`src/rtl/gearbox_pkg.sv`:
```
// Shared width constants and helpers for the transmit and receive gearboxes.
package gearbox_pkg;

    localparam int GT_WORD_W   = 16;
    localparam int PCS_BLOCK_W = 20;

    // Bits needed to count 0..in_w+out_w-1 buffered bits.
    function automatic int fill_width(input int in_w, input int out_w);
        return $clog2(in_w + out_w);
    endfunction

endpackage

```
`src/rtl/rx_gearbox.sv`:
```
// Receive gearbox: packs narrow transceiver words into wide PCS blocks,
// with single-bit slip for block-lock alignment search.
module rx_gearbox
    import gearbox_pkg::*;
#(
    parameter int INPUT_WIDTH  = GT_WORD_W,
    parameter int OUTPUT_WIDTH = PCS_BLOCK_W
) (
    input  logic                    i_clk,
    input  logic                    i_reset_n,
    input  logic                    i_init_done,
    input  logic [INPUT_WIDTH-1:0]  i_data,
    input  logic                    i_slip,
    output logic [OUTPUT_WIDTH-1:0] o_data,
    output logic                    o_valid
);

    localparam int BUF_W  = INPUT_WIDTH + OUTPUT_WIDTH - 1;
    localparam int FILL_W = fill_width(INPUT_WIDTH, OUTPUT_WIDTH);

    localparam logic [FILL_W-1:0] IN_STEP  = FILL_W'(INPUT_WIDTH);
    localparam logic [FILL_W-1:0] OUT_STEP = FILL_W'(OUTPUT_WIDTH);
    localparam logic [FILL_W-1:0] ONE      = FILL_W'(1);

    if (INPUT_WIDTH < 1 || INPUT_WIDTH > OUTPUT_WIDTH) begin : g_bad_width
        $error("rx_gearbox: need 1 <= INPUT_WIDTH <= OUTPUT_WIDTH");
    end

    logic [BUF_W-1:0]  buf_q;
    logic [FILL_W-1:0] fill_q;
    logic [BUF_W-1:0]  comb;
    logic [FILL_W-1:0] fill_c;
    logic              emit;

    // Bits above fill_q are always zero, so new bits can simply be OR-ed in.
    always_comb begin
        // NOTE: assign every always_comb output first so no path leaves it unassigned (no latch).
        comb   = buf_q | (BUF_W'(i_data) << fill_q);
        fill_c = fill_q + IN_STEP;
        if (i_slip) begin
            comb   = comb >> 1;
            fill_c = fill_c - ONE;
        end
        emit = (fill_c >= OUT_STEP);
    end

    // NOTE: registers use non-blocking assignment so every flop samples pre-edge values.
    always_ff @(posedge i_clk or negedge i_reset_n) begin
        if (!i_reset_n) begin
            o_data  <= '0;
            o_valid <= 1'b0;
            buf_q   <= '0;
            fill_q  <= '0;
        end else if (!i_init_done) begin
            o_valid <= 1'b0;
            buf_q   <= '0;
            fill_q  <= '0;
        end else if (emit) begin
            o_data  <= comb[OUTPUT_WIDTH-1:0];
            o_valid <= 1'b1;
            buf_q   <= comb >> OUTPUT_WIDTH;
            fill_q  <= fill_c - OUT_STEP;
        end else begin
            o_valid <= 1'b0;
            buf_q   <= comb;
            fill_q  <= fill_c;
        end
    end

endmodule

```
`config.mk`:
```
export PLATFORM = sky130hd
export DESIGN_NAME = rx_gearbox
export DESIGN_NICKNAME = d
export VERILOG_FILES = /design/src/rtl/gearbox_pkg.sv /design/src/rtl/rx_gearbox.sv
export SDC_FILE = /design/constraint.sdc
export NUM_CORES = 1
export LEC_CHECK = 0
export BUFFER_PORTS_ARGS = -buffer_cell sky130_fd_sc_hd__buf_2
export CORE_MARGIN = 2
export CORE_UTILIZATION = 54
export DETAILED_ROUTE_END_ITERATION = 12
export HOLD_SLACK_MARGIN = 0.02
export PLACE_DENSITY_LB_ADDON = 0.1
export REMOVE_ABC_BUFFERS = 1
export SETUP_SLACK_MARGIN = 0.1
export SLEW_MARGIN = 30
export SYNTH_ARGS = -nofsm -noshare
export SYNTH_HDL_FRONTEND = slang
export SYNTH_SLANG_ARGS = --single-unit
```
`constraint.sdc`:
```
create_clock -name i_clk -period 2.85 [get_ports i_clk]
set_input_delay 0.285 -clock i_clk [delete_from_list [all_inputs] [get_ports i_clk]]
set_output_delay 0.285 -clock i_clk [all_outputs]
set_load 0.05 [all_outputs]
```
==> run summary <==
Status = finished, final reports clean
Mean routed wirelength per cell = 20.60 um
Final core utilization = 63.56%
M2 GR Usage = 46.11%
Max_cap viols = 0
Hold Vio Cnt, Final = 0
Post-synth EDFFs = 0
Final WS setup = 0.2408 ns
Adder-cell area share of the yosys netlist = 0.5903%
Most common cell on crit path = inv_2
CP Data Arrival Time = 2.84 ns
RSZ-0062 raised after global routing = yes
Met3 Use GR = 4.882%
Placement Cell Area = 4562 sq um
Initial antenna violation count = 0
Global route total overflow = 0
DRT antenna net count = 0
Hold_ws = 0.2680 ns
Met1 usage = 44.92%
Detailed-router iteration count before antenna repair = 5
Synth top cells by count = dfrtp_1 (62), nand2_1 (45), nor2_1 (35), o21ai_0 (35), mux2i_1 (25)
Multi-input gate area = 2525 sq um
Post-Layout Inst Area = 4861 sq um
Post-Synthesis Cells = 447
FFs w/ async S/R, synth = 100.0%
IO Count = 41
Top cells by area, synth = dfrtp_1 (37%), mux2i_1 (5.9%), mux4_2 (5.8%), mux2_2 (4.8%), o21ai_0 (4.1%)
Max_slew headroom = 50.94%
Post-Syn Area = 4239 sq um
Inserted Diodes = 0
Fin nets = 507
Worst path cell trace = inv_2 > ha_1 > nand2_1 > xor2_2 > ha_2 > and3_1 > a2111oi_4 > buf_4 > o21ai_4 > inv_2 > mux2_2
Leakage = 0.002156 uW
Average footprint of a synthesized cell = 9.483 sq um
Hold_sp = i_init_done
Initial core utilization = 55.43%
PD cells = 1178 nW/um^2
Synth Register Bits = 62
Number of DRC markers in iteration 0 = 287
DRC Markers = 0
Setup-failing EPs final = 0
Worst hold path class = input pin to flop
Top-area cell type share of the netlist area = 36.60%
Most frequent cell after synthesis = dfrtp_1
GPL Wtd Cong = 0.9778
CP peak stage delay = 0.46 ns
Capturing element type of the critical path = flop
Clock buffer count from CTS = 9
Minimum clock period = 2.609 ns
Final wirelength = 12.17 mm
Largest family of logic cells by synthesized area = compound AO/OA/AOI/OAI gates
CTS sink cnt = 62
Crit path from = fill_q[1]$_DFF_PN0_
Core Area = 7647 sq um
Reg2reg setup slack = 0.24 ns
CP Class = flop to flop
Die height = 92.60 um
Register area = 1554 sq um
Post-synthesis compound-gate area fraction = 20.66%
Vias/cell = 6.340
Clock slew at reported path FFs = 0.07 ns
Area added between synthesis and finish = 14.67%
Worst ir drop on vdd = 0.0006614 V
CTS tree = built
Buf+Inv Stages, Crit Path = 3
Slew Limit Fails = 0
Die span in x = 92.60 um
Worst-Margin Slew = 0.7359 ns
Largest net degree at the start of global routing = 40
Die area = 8575 sq um
CP delay by family, top = flip-flops
XOR/XNOR Fraction of Synth Area = 1.860%
Synth Area in Simple Gates = 17.03%
Fillers = 693
Worst-Skew Late Latency = 0.35 ns
Slowest cell on crit path = dfrtp_2
CTS root buf = clkbuf_8
Worst Setup Start Kind = flop
Mux contribution to synthesized area = 18.48%
Clock tree buffer depth = 2
Critical Path RT = 3.08 ns
Max Fanout on Critical Path = 6
Detailed-route via count = 3747
Pre-CTS WS = -0.03282 ns
Number of global-route vias before repair = 3610
Final Skew = 0.01116 ns
Overall Power = 5728 uW
Most used flip-flop cell after synthesis = dfrtp_1
H-tree Lvls = 3
Leading area contributor after synthesis = dfrtp_1
Gr usage total = 30.32%
Final HPWL DP = 8.791 mm
Count of cell types in the netlist = 69
Most used routing layer = met2
Std-Cell Rows = 32
# port buffers = 40
Fin crit share = 91.55%
Proportion of layout cells with a drive suffix above 1 = 25.97%
First-pass GRT wire length = 19.81 mm
Reg-to-reg startpoint = fill_q[1]$_DFF_PN0_
YS warnings = 0
Fmax = 383.3 MHz
Register area share after synthesis = 36.60%
## cell usage in the layout, fill, tap and decap left out, drive strengths merged, types with 4 or more instances in the layout
cell type,n
mux2i,25
nor3b,4
dfrtp,62
clkbuf,12
or2,4
mux2,20
nor2b,7
o21ai,38
nor2,35
o22ai,17
a21oi,19
xnor2,5
and2,7
a31oi,13
xor2,4
buf,60
nand2b,10
mux4,13
nand2,45
inv,8
nand3,8
and3,7
## worst reg2reg max path, cell delays in order, from the launching register on
cell	delay, ns
dfrtp_2	0.46
inv_2	0.08
ha_1	0.17
nand2_1	0.10
xor2_2	0.18
ha_2	0.22
and3_1	0.20
a2111oi_4	0.32
buf_4	0.20
o21ai_4	0.08
inv_2	0.15
mux2_2	0.34
## per-layer routing
metal  vias up  wire length, um  part of all wire (%)
li1       1736                -                     -
met1      1827             5605                    46
met2       159             5465                    45
met3        25              862                   7.1
met4         0              240                   2.0
met5         -                0                     0
## cell type report
type	count	area share, %
multi-input cells	343	51.94
flip-flops and latches	62	31.97
repair buffers	61	8.263
clock buffers	12	3.192
well taps	102	2.625
clock inverters	3	1.390
inverters	8	0.6178
## flip-flops by register name, indices dropped and copies added (netlist names)
name	cells
o_valid	1
fill_q	6
buf_q	35
o_data	20
## logic make-up after synthesis
logic type      count (synthesis)
fa+ha+maj                       2
simple gates                  144
buf+inv                        42
mux                            58
xor+xnor                        9
flops                          62
compound gates                130
## power breakdown
part	total [uW]	switching [uW]	leakage [uW]	internal, uW
logic	3490	2250	0.00123	1240
clock network	875	339	0.000109	536
registers	1360	163	0.000813	1200
total	5730	2750	0.00216	2980
## timing repair
| action | CTS | global route |
|---|---|---|
| hold buffers | 1 | 0 |
| setup buffers | 0 | 2 |
| gates cloned | 0 | 0 |
| pin swaps | 0 | 3 |
| setup endpoints to repair | 47 | 54 |
| endpoints found under the hold margin | 27 | 0 |
| gates resized for setup | 2 | 11 |
## stage by stage
stage / cells / TNS (ns)
floorplan: 413 / -47.07
global placement: 573 / 0
detailed placement: 573 / -0.03282
CTS: 589 / 0
global route: 591 / 0
finish: 591 / 0
## path summary, 6_finish.rpt
| path | endpoint | cells past startpoint |
|---|---|---|
| worst max-delay path | o_data[11]$_DFFE_PN0P_ | 11 |
| worst min-delay path | fill_q[1]$_DFF_PN0_ | 2 |
| worst max register to register | o_data[11]$_DFFE_PN0P_ | 11 |
| worst min register to register | o_data[2]$_DFFE_PN0P_ | 2 |
| max in group asynchronous | o_data[19]$_DFFE_PN0P_ | 3 |
| min in group asynchronous | o_data[4]$_DFFE_PN0P_ | 2 |
Power figures use the tool's default switching activity.
